<file path="src/rtl/uart_pkg.sv">
`default_nettype none
// ============================================================
// Package  : uart_pkg
// Shared state encoding and width helper for the byte packer.
// Revision : 1.0
// ============================================================
package uart_pkg;

  typedef enum logic [1:0] {
    EMPTY   = 2'd0,
    FILLING = 2'd1,
    HOLD    = 2'd2
  } packer_state_t;

  function automatic int clog2p1(input int n);
    return $clog2(n + 1);
  endfunction

endpackage
`default_nettype wire

</file>
<file path="src/rtl/uart_packer_fifo.sv">
`default_nettype none
// ============================================================
// Module   : uart_packer_fifo
// Show-ahead synchronous FIFO; push and pop may share a cycle.
// Revision : 1.0
// ============================================================
module uart_packer_fifo #(
  parameter int WIDTH = 8,
  parameter int DEPTH = 2
) (
  input  logic                       clk,
  input  logic                       rst,
  input  logic                       push,
  input  logic [WIDTH-1:0]           push_data,
  input  logic                       pop,
  output logic [WIDTH-1:0]           head_data,
  output logic [$clog2(DEPTH+1)-1:0] count
);

  localparam int PTR_W = (DEPTH > 1) ? $clog2(DEPTH) : 1;
  localparam int CNT_W = $clog2(DEPTH + 1);

  logic [WIDTH-1:0] mem_q [DEPTH];
  logic [WIDTH-1:0] mem_d [DEPTH];
  logic [PTR_W-1:0] rd_ptr_q, rd_ptr_d;
  logic [PTR_W-1:0] wr_ptr_q, wr_ptr_d;
  logic [CNT_W-1:0] count_q, count_d;
  logic             do_pop;

  function automatic logic [PTR_W-1:0] ptr_inc(input logic [PTR_W-1:0] p);
    if (p == PTR_W'(DEPTH - 1)) begin
      return '0;
    end
    return p + PTR_W'(1);
  endfunction

  assign do_pop = pop && (count_q != '0);

  always_comb begin
    mem_d    = mem_q;
    rd_ptr_d = rd_ptr_q;
    wr_ptr_d = wr_ptr_q;
    if (push) begin
      mem_d[wr_ptr_q] = push_data;
      wr_ptr_d        = ptr_inc(wr_ptr_q);
    end
    if (do_pop) begin
      rd_ptr_d = ptr_inc(rd_ptr_q);
    end
    count_d = count_q + CNT_W'(push) - CNT_W'(do_pop);
  end

  always_ff @(posedge clk or posedge rst) begin
    if (rst) begin
      for (int i = 0; i < DEPTH; i++) begin
        mem_q[i] <= '0;
      end
      rd_ptr_q <= '0;
      wr_ptr_q <= '0;
      count_q  <= '0;
    end else begin
      mem_q    <= mem_d;
      rd_ptr_q <= rd_ptr_d;
      wr_ptr_q <= wr_ptr_d;
      count_q  <= count_d;
    end
  end

  assign head_data = mem_q[rd_ptr_q];
  assign count     = count_q;

endmodule
`default_nettype wire

</file>
<file path="src/rtl/uart_byte_packer.sv">
`default_nettype none
// ============================================================
// Module   : uart_byte_packer
// Packs UART bytes into right-justified words queued for the host.
// Revision : 1.0
// ============================================================
module uart_byte_packer
  import uart_pkg::*;
#(
  parameter int BYTES_PER_WORD = 3,
  parameter int DOUT_WIDTH     = 32,
  parameter int OUT_DEPTH      = 2,
  parameter int TIMEOUT_CYCLES = 16
) (
  input  logic                                clk,
  input  logic                                rst,
  input  logic                                wren,
  input  logic [7:0]                          din,
  output logic                                in_ready,
  input  logic                                flush,
  input  logic                                rden,
  output logic [DOUT_WIDTH-1:0]               dout,
  output logic [clog2p1(BYTES_PER_WORD)-1:0]  valid_bytes,
  output logic                                out_valid,
  output logic                                overflow
);

  localparam int CW     = clog2p1(BYTES_PER_WORD);
  localparam int ACC_W  = 8 * BYTES_PER_WORD;
  localparam int IDLE_W = (TIMEOUT_CYCLES > 0) ? $clog2(TIMEOUT_CYCLES + 1) : 1;
  localparam int FC_W   = $clog2(OUT_DEPTH + 1);

  typedef struct packed {
    logic [DOUT_WIDTH-1:0] data;
    logic [CW-1:0]         nbytes;
  } packed_word_t;

  packer_state_t     state_q, state_d;
  logic [CW-1:0]     count_q, count_d;
  logic [ACC_W-1:0]  acc_q, acc_d;
  logic [IDLE_W-1:0] idle_q, idle_d;
  logic              pending_q, pending_d;
  logic              overflow_q, overflow_d;

  logic              accept;
  logic              space;
  logic              timeout_hit;
  logic              flush_req;
  logic              push;
  packed_word_t      push_word;
  packed_word_t      head;
  logic [FC_W-1:0]   fifo_count;

  assign in_ready    = (state_q != HOLD);
  assign accept      = wren && in_ready;
  assign out_valid   = (fifo_count != '0);
  // A pop in the same cycle frees the slot the new word needs.
  assign space       = (fifo_count < FC_W'(OUT_DEPTH)) || (rden && out_valid);
  assign timeout_hit = (TIMEOUT_CYCLES != 0) && (state_q == FILLING) && !accept &&
                       (idle_q == IDLE_W'(TIMEOUT_CYCLES - 1));
  assign flush_req   = flush || timeout_hit || pending_q;

  always_comb begin
    state_d    = state_q;
    count_d    = count_q;
    acc_d      = acc_q;
    idle_d     = idle_q;
    pending_d  = pending_q;
    overflow_d = overflow_q || (wren && !in_ready);
    push       = 1'b0;

    if (accept) begin
      for (int i = 0; i < BYTES_PER_WORD; i++) begin
        if (count_q == CW'(i)) begin
          acc_d[8*i +: 8] = din;
        end
      end
      count_d = count_q + CW'(1);
      idle_d  = '0;
    end else if ((state_q == FILLING) && (idle_q != IDLE_W'(TIMEOUT_CYCLES))) begin
      idle_d = idle_q + IDLE_W'(1);
    end

    push_word.data   = DOUT_WIDTH'(acc_d);
    push_word.nbytes = count_d;

    case (state_q)
      HOLD: begin
        if (space) begin
          push = 1'b1;
        end
      end
      default: begin
        if (count_d == CW'(BYTES_PER_WORD)) begin
          if (space) begin
            push = 1'b1;
          end else begin
            state_d   = HOLD;
            pending_d = 1'b0;
          end
        end else if (flush_req && (count_d != '0)) begin
          if (space) begin
            push = 1'b1;
          end else begin
            state_d   = FILLING;
            pending_d = 1'b1;
          end
        end else if (count_d != '0) begin
          state_d = FILLING;
        end
      end
    endcase

    if (push) begin
      state_d   = EMPTY;
      count_d   = '0;
      acc_d     = '0;
      idle_d    = '0;
      pending_d = 1'b0;
    end
  end

  always_ff @(posedge clk or posedge rst) begin
    if (rst) begin
      state_q    <= EMPTY;
      count_q    <= '0;
      acc_q      <= '0;
      idle_q     <= '0;
      pending_q  <= 1'b0;
      overflow_q <= 1'b0;
    end else begin
      state_q    <= state_d;
      count_q    <= count_d;
      acc_q      <= acc_d;
      idle_q     <= idle_d;
      pending_q  <= pending_d;
      overflow_q <= overflow_d;
    end
  end

  uart_packer_fifo #(
    .WIDTH ($bits(packed_word_t)),
    .DEPTH (OUT_DEPTH)
  ) u_fifo (
    .clk       (clk),
    .rst       (rst),
    .push      (push),
    .push_data (push_word),
    .pop       (rden),
    .head_data (head),
    .count     (fifo_count)
  );

  assign dout        = out_valid ? head.data   : '0;
  assign valid_bytes = out_valid ? head.nbytes : '0;
  assign overflow    = overflow_q;

endmodule
`default_nettype wire

</file>
<file path="config.mk">
export PLATFORM = sky130hd
export DESIGN_NAME = uart_byte_packer
export DESIGN_NICKNAME = d
export VERILOG_FILES = /design/src/rtl/uart_pkg.sv /design/src/rtl/uart_packer_fifo.sv /design/src/rtl/uart_byte_packer.sv
export SDC_FILE = /design/constraint.sdc
export NUM_CORES = 1
export LEC_CHECK = 0
export ABC_AREA = 1
export CAP_MARGIN = 20
export CORE_UTILIZATION = 51
export CTS_CLUSTER_SIZE = 24
export DETAILED_ROUTE_END_ITERATION = 10
export GPL_ROUTABILITY_DRIVEN = 0
export GPL_TIMING_DRIVEN = 0
export PLACE_DENSITY = 0.81
export SYNTH_ARGS = -nofsm -noshare
export SYNTH_HDL_FRONTEND = slang
export SYNTH_SLANG_ARGS = --single-unit
</file>
<file path="constraint.sdc">
create_clock -name clk -period 3.1 [get_ports clk]
set_clock_uncertainty 0.15 [all_clocks]
set_input_delay 0.465 -clock clk [delete_from_list [all_inputs] [get_ports clk]]
set_output_delay 0.465 -clock clk [all_outputs]
set_load 0.1 [all_outputs]
</file>
=== Yosys cells after proc, flatten, opt, wreduce, memory -nomap -nowiden ===
Cells that the tools add are included.

* Flip-flop bits (word level): 107
* Word-level logic and storage cells: 99

* Add/sub/neg operators: 6
* Magnitude comparators: 4
* Eq/ne operators: 11
* Muxes and demuxes: 43
* Bitwise gates (word level): 2
* Reductions and logical operators: 22

{| class="wikitable"
|+ Operators by type and width
! kind !! count
|-
| two-way mux 34 bit || 4
|-
| bitwise mux 68 bit || 1
|-
| two-way mux 24 bit || 2
|-
| demux 34 bit (select 1 bit) || 1
|-
| two-way mux 32 bit || 1
|-
| two-way mux 8 bit || 3
|-
| two-way mux 2 bit || 10
|-
| two-way mux 1 bit || 18
|-
| two-way mux 5 bit || 3
|-
| logical AND 1 bit || 8
|-
| AND reduction 4 bit || 2
|-
| equality test 2 bit, second input constant || 3
|-
| inequality test 3 x 2 -> 1 bit, second input constant || 2
|-
| nonzero test 3 bit || 2
|-
| adder 5 x 1 -> 5 bit, second input constant || 1
|-
| equality test 5 x 4 -> 1 bit, second input constant || 1
|-
| inequality test 5 bit, second input constant || 1
|-
| equality test 2 x 1 -> 1 bit, second input constant || 2
|-
| >= comparator 2 bit, second input constant || 2
|-
| logical OR 1 bit || 4
|-
| inverter 1 -> 2 bit || 2
|-
| nonzero test 2 bit || 2
|-
| nonzero test 4 bit || 1
|-
| adder 1 bit, second input constant || 2
|-
| 9 further kinds || 10
|}

=== Depth between registers and ports, before layout ===
* Depth after elaboration: 13
* Gate-level depth with buffers: 16

=== By module ===
A second synthesis with hierarchy kept.

* Cell total of the unflattened synthesis: 697
* Area total of the unflattened synthesis: 5296.3 um^2

{| class="wikitable"
|+ Modules (own cells, without submodules)
! module !! times used !! cells each !! area an instance (um^2) !! sequential area each (um^2)
|-
| uart_packer_fifo || 1 || 390 || 3180.6 || 1801.7
|-
| uart_byte_packer || 1 || 307 || 2115.8 || 875.8
|}

=== Least setup slack after synthesis ===
Ideal clock, no wire load.

* Kind: register to output
* From: register u_fifo.rd_ptr_q
* To: output dout[10]
* Data arrival time: 2.472 ns
* Data required time: 2.485 ns
* Setup slack: 0.013 ns
* Cell stages (with the launch flop): 6
* Path buffers: 2
* Cells stage by stage: dfrtp_1 -> clkbuf_1 -> clkinv_1 -> clkbuf_1 -> nand2_1 -> a21oi_1

* Longest elaborated chain between the ends: 5

{| class="wikitable"
|+ Ends and longest elaborated chain
! item !! RTL line !! source
|-
| from (decl) || uart_packer_fifo.sv:25 || <nowiki>logic [PTR_W-1:0] rd_ptr_q, rd_ptr_d;</nowiki>
|-
| from (signal assigned) || uart_packer_fifo.sv:63 || <nowiki>rd_ptr_q <= rd_ptr_d;</nowiki>
|-
| inverter 1 -> 2 bit (implied by the code) || uart_packer_fifo.sv:69 || <nowiki>assign head_data = mem_q[rd_ptr_q];</nowiki>
|-
| two-way mux 34 bit (implied by the code) (3 in series) || uart_packer_fifo.sv:69 ||
|-
| two-way mux 32 bit || uart_byte_packer.sv:154 || <nowiki>assign dout = out_valid ? head.data : '0;</nowiki>
|-
| to (decl) || uart_byte_packer.sv:22 || <nowiki>output logic [DOUT_WIDTH-1:0] dout,</nowiki>
|}

Every way passes these cells. The select of a mux whose other input is x is not followed.

=== Final worst setup path ===
* From: register u_fifo.rd_ptr_q
* To: output dout[5]

Same word-level chain as after synthesis.

==> reports/metrics.cfg <==
[clock_network]
path_clk_slew_ns=0.08
cts_tree=built
cts_made_buffers=9
cts_sinks=91
htreeDepth=3
clk_latency_ns=0.37
cts_buffer_depth=2
post-cts-setup-buffer-count=0
cts_root_buffer=clkbuf_8

[drt]
drt_iter0_drc=296
via_per_inst=5.41
drt-total-wl_microns=11000
drc=0
ant_nets=0
post_drt_wl_per_cell_microns=14.7
vias=4047
dr.pass1.iters=5

[run_status]
status=finished clean

[place]
dp_slack_ns=-0.244
numPortBuffers=41
dpl_cell_area_sq_mm=0.00516
hpwl_microns=7970

[floorplan]
coreArea_sq_mm=0.00868
dieArea_sq_mm=0.00931
dieHeight_microns=96.5
rows=34
dieWidth_microns=96.5
ios=50
start_util=0.525

[grt]
grt_antenna_before_repair=0
grt_remaining_overflow=0
grt_usage=0.259
grt_first_pass_wirelength_microns=18000
grt_pass1_vias=3692
grt_max_degree=77

[synth]
synthCells=576
syn_area_sq_mm=0.00456
ys_seq_elements=91
synth_cell_types=33
yosys_warnings=0
syn_area_per_cell_sq_um=7.91
yosysSeqAreaShare=0.500

[layout]
syn_to_final_growth_pct=17.2
antenna_cells=0
filler_cell_count=776
most-common-layout-cells=nand2_1 (207), dfrtp_1 (91), nand4_1 (54)
drive_above_1_share=0.122
design_area_sq_mm=0.00534
final_common_cell=nand2_1
fin_nets=657

[timing]
setup-tns-final_ns=0
slew_headroom=0.338
report.final.slew_viol_count=0
setup_violations=0
fmax_ghz=0.337
holdWs_ns=0.227
period_needed_ns=2.97
hold_violations=0
tightest_slew_ns=0.989
final.period_utilization=0.957
rsz0062_at_grt=no
post-route-worst-setup-slack_ns=0.134

[setup_path]
critPathMaxFanout=10
worstSetupPathType=flip-flop to output port
path_cells=clkbuf_1 > inv_2 > clkbuf_1 > nand2_1 > a21oi_1 > clkdlybuf4s18_2
crit_family=buffers and inverters
worst-path-buf-inv=4
endpoint_kind=output port
crit_arrival_ns=2.35
worst_setup_path_start_kind=flip-flop
cpMostUsedCell=clkbuf_1
cp.required_ns=2.48
cpMaxStageDelayCell=clkdlybuf4s18_2
cp_slowest_stage_delay_ns=0.56

[run]
maxCapViolations=0

[worst_hold_path]
hold_class=primary input to asynchronous set/reset pin

## area by class of cell
class / count / area, sq um / share of cell area
Clock inverter: 4 / 51.3 / 0.00961
Tap cell: 108 / 135 / 0.0253
Multi-Input combinational cell: 395 / 1870 / 0.351
Inverter: 57 / 216 / 0.0406
Buffer: 40 / 220 / 0.0413
Sequential cell: 91 / 2280 / 0.427
Clock buffer: 11 / 141 / 0.0265
Timing Repair Buffer: 42 / 423 / 0.0792
## worst paths after layout
kind	start	endpoint	slack [ns]	cells after the start
max reg2reg	idle_q[0]	u_fifo.count[1]	0.45	16
max	u_fifo.rd_ptr_q	dout[5]	0.13	6
max in group asynchronous	rst	u_fifo.mem_q[56]	1.95	3
min	rst	u_fifo.count[0]	0.23	2
min in group clk	u_fifo.mem_q[56]	u_fifo.mem_q[56]	0.33	2
min reg2reg	u_fifo.mem_q[56]	u_fifo.mem_q[56]	0.33	2
## routing by layer
metal  GRT usage  wire [microns]  up-vias
li1            -               -     1948
met1       0.349            4750     1920
met2       0.430            5380      150
met3      0.0290             628       29
met4       0.104             252        0
met5           0               0        -
## repair_timing
| item | in CTS | in global routing |
|---|---|---|
| setup endpoints to repair | 27 | 20 |
| hold buffers | 0 | 0 |
| gates resized for setup | 74 | 10 |
## cell usage after synthesis, drive strengths merged
| cell | number | share of area |
|---|---|---|
| o21bai | 1 | 0.0016 |
| xnor2 | 1 | 0.0019 |
| nor2 | 40 | 0.036 |
| o211ai | 1 | 0.0016 |
| o21ai | 27 | 0.030 |
| nor3 | 1 | 0.0011 |
| a21oi | 28 | 0.032 |
| or2 | 1 | 0.0014 |
| dfrtp | 91 | 0.50 |
| nand4 | 54 | 0.074 |
| buf | 28 | 0.038 |
| ha | 8 | 0.022 |
| nand2 | 211 | 0.18 |
| clkbuf | 12 | 0.0099 |
| xor2 | 5 | 0.0096 |
| conb | 1 | 0.00082 |
| o2111ai | 1 | 0.0019 |
| nand3 | 7 | 0.012 |
| o21a | 1 | 0.0016 |
| clkinv | 1 | 0.00082 |
| inv | 56 | 0.046 |
## cells by family after synthesis
kind of cell | share of synthesized area
xor+xnor | 0.0115
fa+ha+maj | 0.0220
other cells | 0.000823
flops | 0.500
buf+inv | 0.0948
compound gates | 0.0689
simple gates | 0.302
## registers in the layout (all words and copies together), names as in the netlist
signal           cells
u_fifo.wr_ptr_q      1
pending_q            1
u_fifo.rd_ptr_q      1
count_q              2
u_fifo.mem_q        52
acc_q               24
overflow             1
state_q              2
idle_q               5
u_fifo.count         2
## stage by stage
stage | std cells | utilization
final | 748 | 0.615
after global routing | 748 | 0.615
after CTS | 748 | 0.616
after detailed placement | 733 | 0.594
after global placement | 732 | 0.591
after floorplan | 583 | -
Power is left out: the tool's default activity adds up to more than one toggle a clock period on the data nets, which glitch-free logic cannot reach.
